## src/rtl/stopwatch_pkg.sv

```systemverilog
// Shared definitions for the BCD stopwatch: state encoding, BCD digit limits
// and the next-state rule for the run/pause/clear controller.
package stopwatch_pkg;

  typedef logic [1:0] state_t;

  localparam state_t IDLE  = 2'd0;
  localparam state_t RUN   = 2'd1;
  localparam state_t PAUSE = 2'd2;

  localparam logic [3:0] ONES_MAX     = 4'd9;
  localparam logic [3:0] SEC_TENS_MAX = 4'd5;
  localparam logic [3:0] MIN_TENS_MAX = 4'd5;

  localparam int DEFAULT_TICK_DIV = 50_000_000;

  // clear dominates start_stop; start_stop toggles between RUN and PAUSE
  function automatic state_t next_state(input state_t cur,
                                        input logic   start_stop,
                                        input logic   clear);
    if (clear) return IDLE;
    if (!start_stop) return cur;
    case (cur)
      RUN:     return PAUSE;
      default: return RUN;
    endcase
  endfunction

endpackage

```

## src/rtl/bcd_stopwatch_core_if.sv

```systemverilog
// Control/display bundle between the stopwatch core and its user.
// The lap input exists only when BCD_STOPWATCH_LAP_HOLD_EN is defined.
interface bcd_stopwatch_core_if;

  logic       start_stop;
  logic       clear;
`ifdef BCD_STOPWATCH_LAP_HOLD_EN
  logic       lap;
`endif
  logic [3:0] sec_ones;
  logic [3:0] sec_tens;
  logic [3:0] min_ones;
  logic [3:0] min_tens;
  logic       running;
  logic       tick;
  logic       wrap;

`ifdef BCD_STOPWATCH_LAP_HOLD_EN
  modport master (
    output start_stop, clear, lap,
    input  sec_ones, sec_tens, min_ones, min_tens, running, tick, wrap
  );
  modport slave (
    input  start_stop, clear, lap,
    output sec_ones, sec_tens, min_ones, min_tens, running, tick, wrap
  );
`else
  modport master (
    output start_stop, clear,
    input  sec_ones, sec_tens, min_ones, min_tens, running, tick, wrap
  );
  modport slave (
    input  start_stop, clear,
    output sec_ones, sec_tens, min_ones, min_tens, running, tick, wrap
  );
`endif

endinterface

```

## src/rtl/bcd_digit_cnt.sv

```systemverilog
// One BCD digit of the stopwatch carry chain; rolls over MAX -> 0 and
// reports a combinational carry on the increment that rolls it over.
module bcd_digit_cnt
  import stopwatch_pkg::*;
#(
  parameter logic [3:0] MAX = ONES_MAX
) (
  input  logic       clk,
  input  logic       rst,
  input  logic       clr,
  input  logic       inc,
  output logic [3:0] digit,
  output logic       carry
);

  assign carry = inc & (digit == MAX);

  always_ff @(posedge clk or posedge rst) begin
    if (rst)
      digit <= '0;
    else if (clr)
      digit <= '0;
    else if (inc)
      digit <= (digit == MAX) ? 4'd0 : digit + 4'd1;
  end

endmodule

```

## src/rtl/bcd_stopwatch_core.sv

```systemverilog
// MM:SS BCD stopwatch: prescaler to a count tick, run/pause/clear control,
// four-digit carry chain. Optional lap hold under BCD_STOPWATCH_LAP_HOLD_EN.
module bcd_stopwatch_core
  import stopwatch_pkg::*;
#(
  parameter int TICK_DIV = DEFAULT_TICK_DIV,
  parameter int CNT_W    = 26
) (
  input  logic                 clk,
  input  logic                 rst,
  bcd_stopwatch_core_if.slave  sw
);

  state_t             state;
  state_t             nstate;
  logic [CNT_W-1:0]   prescaler;
  logic               tc;
  logic               running;
  logic               tick;
  logic               wrap;
  logic [3:0]         sec_ones, sec_tens, min_ones, min_tens;
  logic               c_sec_ones, c_sec_tens, c_min_ones, c_min_tens;
  logic [15:0]        live;
  logic [15:0]        shown;

  assign nstate = next_state(state, sw.start_stop, sw.clear);
  assign tc     = (state == RUN) && (prescaler == CNT_W'(TICK_DIV - 1));

  always_ff @(posedge clk or posedge rst) begin
    if (rst) begin
      state   <= IDLE;
      running <= 1'b0;
    end else begin
      state   <= nstate;
      running <= (nstate == RUN);
    end
  end

  // Prescaler holds in PAUSE so a resume finishes the partial second
  always_ff @(posedge clk or posedge rst) begin
    if (rst)
      prescaler <= '0;
    else if (sw.clear || state == IDLE)
      prescaler <= '0;
    else if (state == RUN)
      prescaler <= tc ? '0 : prescaler + CNT_W'(1);
  end

  always_ff @(posedge clk or posedge rst) begin
    if (rst) begin
      tick <= 1'b0;
      wrap <= 1'b0;
    end else begin
      tick <= tc & ~sw.clear;
      wrap <= c_min_tens & ~sw.clear;
    end
  end

  bcd_digit_cnt #(.MAX(ONES_MAX)) u_sec_ones (
    .clk(clk), .rst(rst), .clr(sw.clear), .inc(tc),
    .digit(sec_ones), .carry(c_sec_ones)
  );

  bcd_digit_cnt #(.MAX(SEC_TENS_MAX)) u_sec_tens (
    .clk(clk), .rst(rst), .clr(sw.clear), .inc(c_sec_ones),
    .digit(sec_tens), .carry(c_sec_tens)
  );

  bcd_digit_cnt #(.MAX(ONES_MAX)) u_min_ones (
    .clk(clk), .rst(rst), .clr(sw.clear), .inc(c_sec_tens),
    .digit(min_ones), .carry(c_min_ones)
  );

  bcd_digit_cnt #(.MAX(MIN_TENS_MAX)) u_min_tens (
    .clk(clk), .rst(rst), .clr(sw.clear), .inc(c_min_ones),
    .digit(min_tens), .carry(c_min_tens)
  );

  assign live = {min_tens, min_ones, sec_tens, sec_ones};

`ifdef BCD_STOPWATCH_LAP_HOLD_EN
  logic        hold;
  logic [15:0] held;

  // Lap toggles the freeze only while running; entering IDLE drops it
  always_ff @(posedge clk or posedge rst) begin
    if (rst)
      hold <= 1'b0;
    else if (sw.clear || nstate == IDLE)
      hold <= 1'b0;
    else if (sw.lap && state == RUN)
      hold <= ~hold;
  end

  always_ff @(posedge clk) begin
    if (sw.lap && state == RUN && !hold && !sw.clear)
      held <= live;
  end

  assign shown = hold ? held : live;
`else
  assign shown = live;
`endif

  assign sw.min_tens = shown[15:12];
  assign sw.min_ones = shown[11:8];
  assign sw.sec_tens = shown[7:4];
  assign sw.sec_ones = shown[3:0];
  assign sw.running  = running;
  assign sw.tick     = tick;
  assign sw.wrap     = wrap;

endmodule

```

## src/flat_wrapper.sv

```systemverilog
// flat-port wrapper written by rule: the top's interface ports become plain ports
module bcd_stopwatch_core_flat import stopwatch_pkg::*;
#(
  parameter int TICK_DIV = DEFAULT_TICK_DIV,
  parameter int CNT_W    = 26
)
  (clk, rst, sw_start_stop, sw_clear, sw_sec_ones, sw_sec_tens, sw_min_ones, sw_min_tens, sw_running, sw_tick, sw_wrap);
  bcd_stopwatch_core_if sw_i ();
  input  logic clk;
  input  logic rst;
  input wire logic [$bits(sw_i.start_stop)-1:0] sw_start_stop;
  input wire logic [$bits(sw_i.clear)-1:0] sw_clear;
  output wire logic [$bits(sw_i.sec_ones)-1:0] sw_sec_ones;
  output wire logic [$bits(sw_i.sec_tens)-1:0] sw_sec_tens;
  output wire logic [$bits(sw_i.min_ones)-1:0] sw_min_ones;
  output wire logic [$bits(sw_i.min_tens)-1:0] sw_min_tens;
  output wire logic [$bits(sw_i.running)-1:0] sw_running;
  output wire logic [$bits(sw_i.tick)-1:0] sw_tick;
  output wire logic [$bits(sw_i.wrap)-1:0] sw_wrap;
  assign sw_i.start_stop = sw_start_stop;
  assign sw_i.clear = sw_clear;
  assign sw_sec_ones = sw_i.sec_ones;
  assign sw_sec_tens = sw_i.sec_tens;
  assign sw_min_ones = sw_i.min_ones;
  assign sw_min_tens = sw_i.min_tens;
  assign sw_running = sw_i.running;
  assign sw_tick = sw_i.tick;
  assign sw_wrap = sw_i.wrap;
  bcd_stopwatch_core #(.TICK_DIV(TICK_DIV), .CNT_W(CNT_W)) u_core (.clk(clk), .rst(rst), .sw(sw_i));
endmodule
```

## config.mk

```make
export PLATFORM = sky130hd
export DESIGN_NAME = bcd_stopwatch_core_flat
export DESIGN_NICKNAME = d
export VERILOG_FILES = /design/src/rtl/stopwatch_pkg.sv /design/src/rtl/bcd_stopwatch_core_if.sv /design/src/rtl/bcd_digit_cnt.sv /design/src/rtl/bcd_stopwatch_core.sv /design/src/flat_wrapper.sv
export SDC_FILE = /design/constraint.sdc
export NUM_CORES = 1
export LEC_CHECK = 0
export CAP_MARGIN = 15
export CORE_MARGIN = 5
export CORE_UTILIZATION = 57
export DETAILED_ROUTE_END_ITERATION = 7
export DONT_BUFFER_PORTS = 1
export GPL_ROUTABILITY_DRIVEN = 0
export GPL_TIMING_DRIVEN = 0
export PLACE_DENSITY = 0.84
export SYNTH_ARGS = -nofsm -noshare
export SYNTH_HDL_FRONTEND = slang
export SYNTH_SLANG_ARGS = --single-unit
export TNS_END_PERCENT = 1
```

## constraint.sdc

```tcl
create_clock -name clk -period 2 [get_ports clk]
set_input_delay 0.4 -clock clk [delete_from_list [all_inputs] [get_ports clk]]
set_output_delay 0.4 -clock clk [all_outputs]
set_load 0.01 [all_outputs]
```

# After elaboration in Yosys (flattened, before gate mapping)
# Cells that the tools add are included.
dict set report classes {
  n_eq_ne 7
  n_mul 0
  n_reduce_logical 8
  mux 23
  shift 0
  n_addsub 5
  bitwise_logic 7
  div 0
  magnitude_cmp 0
}
# cell n
set ops {}
lappend ops {{26-bit 2-to-1 mux} 3}
lappend ops {{4-bit 2-to-1 mux} 12}
lappend ops {{26-bit by 1-bit adder with 26-bit output, second input constant} 1}
lappend ops {{26-bit equality test, second input constant} 1}
lappend ops {{4-bit by 1-bit adder with 4-bit output, second input constant} 4}
lappend ops {{2-bit 2-to-1 mux} 5}
lappend ops {{2-bit nonzero test} 5}
lappend ops {{4-bit by 3-bit equality test with 1-bit output, second input constant} 2}
lappend ops {{4-bit equality test, second input constant} 2}
lappend ops {{1-bit AND} 6}
lappend ops {{2-bit by 1-bit equality test with 1-bit output, second input constant} 2}
lappend ops {{1-bit 2-to-1 mux} 3}
lappend ops {{2-bit zero test} 1}
lappend ops {{1-bit logical AND} 1}
lappend ops {{1-bit logical OR} 1}
lappend ops {{1-bit inverter} 1}
dict set report totals {
  in_bits 4
  register_bits 47
  n_memories 0
  ramBits 0
  wordCells 59
  latchBits 0
  rom_bits 0
}

# Logic depth before layout (Yosys ltp)
dict set report logic_depth {
  ltp_word 7
  depth_mapped 7
}

# Cells and area by module
# Synthesis repeated with hierarchy kept, for this count alone.
dict set report unflattened {
  cells_unflattened 286
  hier_area_um2 2661.3
}
# module area_each_um2 instances cells_each
set by_module_without_submodules {}
lappend by_module_without_submodules {bcd_stopwatch_core 1707.9 1 180}
lappend by_module_without_submodules {{bcd_digit_cnt at u_core.u_min_ones ...} 244.0 2 27}
lappend by_module_without_submodules {{bcd_digit_cnt at u_core.u_min_tens ...} 232.7 2 26}

# Worst setup path after synthesis
# OpenSTA, ideal clock, no wires.
dict set report synth_path {
  path_kind {register -> register}
  from {register u_core.prescaler[16]}
  to {register u_core.u_min_tens.digit[3]}
  arrival_ns 2.057
  path_stages_with_launch 6
  setup_ns 0.078
  path_slack_ns -0.136
  synth_period_minus_slack_ns 2.136
  required_ns 1.922
  path_cell_list {dfrtp_1 > or4b_4 > nor4_4 > nand3_2 > or4_1 > a21oi_1}
}
dict set report synth_between {
  elab_chain_cells 6
}
# item line
set synth_lines {}
lappend synth_lines {{from (decl)} bcd_stopwatch_core.sv:16} ;# logic [CNT_W-1:0] prescaler;
lappend synth_lines {{from (signal assigned)} bcd_stopwatch_core.sv:46} ;# prescaler <= tc ? '0 : prescaler + CNT_W'(1);
lappend synth_lines {{26-bit equality test} bcd_stopwatch_core.sv:27} ;# assign tc = (state == RUN) && (prescaler == CNT_W'(TICK_DIV - 1));
lappend synth_lines {{1-bit logical AND} bcd_stopwatch_core.sv:27}
lappend synth_lines {{1-bit AND (3 in series)} bcd_digit_cnt.sv:16} ;# assign carry = inc & (digit == MAX);
lappend synth_lines {{2-bit nonzero test (no source line)} n/a}
lappend synth_lines {{to (signal assigned)} bcd_digit_cnt.sv:24} ;# digit <= (digit == MAX) ? 4'd0 : digit + 4'd1;
lappend synth_lines {{to (decl)} bcd_digit_cnt.sv:12} ;# output logic [3:0] digit,
# Every way passes these cells.
# A chain may end at the register's enable or synchronous reset.

# Worst setup path in the final report
dict set report layout_path {
  from {register u_core.prescaler[24]}
  to {register u_core.u_min_tens.digit[2]}
}
# Same word-level chain as after synthesis.

==> impl_metrics.yaml <==
outcome:
  status: "complete, but fails checks"
  violations: "negative setup slack"
timing:
  fmax_ghz: 0.4595
  period_share: 1.088
  setup_tns_ns: -1.656
  skew_ns: 0.003635
  rsz0062_at_grt: "yes"
  setup_viol_count_final: 17
  final_max_slew_viol_count: 0
  worst_pin_slew_ns: 0.6033
  hold_violations: 0
  fin_crit_ns: 2.176
  fin_ws_ns: -0.1761
  maxSlewHeadroom: 0.5969
worst_setup_path:
  required_ns: 2.23
  crit_slowest_cell: "or4b_4"
  reg2regPathDepth: 6
  crit_fanout: 7
  critical_path.max_stage_delay_ns: 0.57
  endpoint_kind: "register"
  r2r_setup_slack_ns: -0.18
  start_kind: "register"
  timing.rr.start: "u_core.prescaler[24]$_DFFE_PP0P_"
  path_cells: "or4b_4 -> nor4_4 -> buf_6 -> nand4_1 -> or3b_1 -> a21oi_2"
  criticalPathCategory: "reg2reg"
  rr_endpoint: "u_core.u_min_tens.digit[2]$_DFFE_PP0P_"
  cp.arrival_ns: 2.41
logic_synthesis:
  synthArstFlopShare: 1.000
  yosysWarnings: 0
  yosysUniqueCellTypes: 40
  netlist_instances: 271
  yosysTopAreaCellShare: 0.4660
  synth_seq_cells: 47
  synth_edf_count: 0
  ys_seq_area_frac: 0.4660
  ys_top_cells_by_area: "dfrtp_1, xor2_1, nor2_1, ha_1, a21oi_1"
  syn_avg_cell_area_um2: 9.312
  yosysMostFrequentCell: "dfrtp_1"
  synthFlopType: "dfrtp_1"
  syn_area_mm2: 0.002524
  synth_area_leader_cell: "dfrtp_1"
  synth.net_count: 284
  synth_commonest_cells: "dfrtp_1, nor2_1, nand2_1"
global_routing:
  gr-usage-all-layers: 0.1910
  gr-total-overflow: 0
  grt_pass1_vias: 2000
  antenna_found_initial: 0
  grt_pass1_wl_mm: 9.183
  grt_max_degree: 33
route:
  drc_errors: 0
  wl_per_cell_um: 15.89
  via_count: 2035
  vias_per_cell: 6.021
  dr.first_iter.drc_count: 98
  first_pass_iters: 4
  wirelength_mm: 5.370
  ant_nets: 0
die:
  die_w_um: 76.54
  start_util: 0.5836
  num_io_pins: 23
  dieArea_mm2: 0.005858
  coreArea_mm2: 0.004324
  rows: 24
  die_h_um: 76.54
cells_and_area:
  final_cell_count_no_fill: 338
  drive_gt1_frac: 0.1189
  syn_to_final_growth_pct: 12.84
  nNetsFinal: 298
  post-route-util: 0.6586
  num_antenna_cells: 0
place:
  dp_cells: 324
  numPortBuffers: 0
  hpwl_mm: 3.632
power_and_ir_drop:
  power_density_mw_per_mm2: 594.6
  p_leak_nw: 1.186
  ir_drop_v: 0.0003845
min_path:
  hold_path_end: "u_core.state[0]$_DFF_PP0_"
  hp-start: "sw_start_stop"
  holdCritPathClass: "in2reg"
  whs_path_depth: 1
clocking:
  clk_path_buf_depth: 2
  htreeDepth: 2
  cts_tree: "built"
  cts.sinks: 47
  worstSkewPairLatency_ns: 0.30
  clk_pin_slew_ns: 0.09
  clock-root-buffer: "clkbuf_8"
  cts_inserted_buffers: 5
job:
  cap_violations: 0
[stage by stage]
step                hold slack [ns]  power (W)  instance area (µm²)  worst slack [ns]
finish                       0.1896   0.001693                 2848           -0.1761
global route                 0.1776   0.001760                 2848           -0.2694
CTS                          0.1820   0.001703                 2816           -0.2078
detailed placement           0.2757   0.001071                 2609           -0.4523
global placement             0.4918   0.001063                 2589           -0.3879
floorplan                    0.4795   0.001044                 2524           -0.1355
[cell families (layout without fill, tap and decap cells)]
kind of cell / Yosys count / in the layout / share of synthesized area
xor+xnor: 22 / 22 / 0.07635
buf+inv: 18 / 33 / 0.02677
mux: 2 / 2 / 0.007933
compound gates: 37 / 37 / 0.08230
fa+ha+maj: 9 / 9 / 0.04462
simple gates: 136 / 136 / 0.2960
flops: 47 / 47 / 0.4660
[how the worst max path moves through the flow]
stage / end / depth (start not counted) / from
after floorplan: u_core.u_min_tens.digit[3]$_DFFE_PP0P_ / 5 / u_core.prescaler[16]$_DFFE_PP0P_
after global placement: u_core.u_sec_tens.digit[3]$_DFFE_PP0P_ / 5 / u_core.prescaler[16]$_DFFE_PP0P_
after detailed placement: u_core.u_min_tens.digit[3]$_DFFE_PP0P_ / 5 / u_core.prescaler[16]$_DFFE_PP0P_
after CTS: u_core.u_sec_ones.digit[2]$_DFFE_PP0P_ / 6 / u_core.prescaler[24]$_DFFE_PP0P_
after global routing: u_core.u_min_tens.digit[2]$_DFFE_PP0P_ / 6 / u_core.prescaler[24]$_DFFE_PP0P_
final: u_core.u_min_tens.digit[2]$_DFFE_PP0P_ / 6 / u_core.prescaler[24]$_DFFE_PP0P_
[timing repair]
action,4_1_cts,5_1_grt
resized for setup,12,10
hold endpoints to repair,15,0
buffers inserted,6,1
cloned,0,0
hold buffers,1,0
pin swaps,10,4
endpoints found under the setup margin,41,43
[registers in the layout, indices dropped and copies added (netlist names)]
signal	cells
u_core.u_min_ones.digit	4
u_core.u_sec_ones.digit	4
u_core.sw.wrap	1
u_core.u_sec_tens.digit	4
u_core.u_min_tens.digit	4
u_core.prescaler	26
u_core.sw.running	1
u_core.sw.tick	1
u_core.state	2
[report_power, final]
part / switching [W] / leakage [nW] / total, W / internal (W)
clock network: 0.000315 / 0.0505 / 0.000630 / 0.000315
logic: 0.0000624 / 0.482 / 0.0000969 / 0.0000346
registers: 0.00000941 / 0.653 / 0.000967 / 0.000957
[layout by cell type, fill, tap and decap left out, drive strengths merged, types with 3 or more instances in the layout]
cell type	instances
dfrtp	47
or3	8
xnor2	3
nor4	5
a21o	3
nand4	12
xor2	19
nand2	24
clkbuf	11
nand3	16
a21oi	18
inv	10
or4	4
nor3	7
and3	5
o21ai	10
buf	10
nor2	36
ha	9
nor2b	3
[cell type report]
cell class                 instances  area (µm²)
inverter                          10       37.54
fill                             338        1476
multi-input combinational        206        1338
clock buffer                       7       96.34
buffer                             6       41.29
sequential                        47        1176
timing repair buffer               9       86.33
tap                               52       65.06
clock inverter                     1       7.507
[metal layers]
metal	vias up	wire [µm]	track usage
met1	981	2279	0.2351
li1	988	-	-
met4	0	93	0.07343
met5	-	0	0
met3	11	283	0.04965
met2	55	2714	0.3193
[critical path: cells and delay by family (launching register included)]
kind | cells | cell delay (ns)
compound gates | 1 | 0.11
buf+inv | 1 | 0.17
simple gates | 4 | 1.40
flops | 1 | 0.41
No activity file was read; power rests on OpenSTA's default activity.
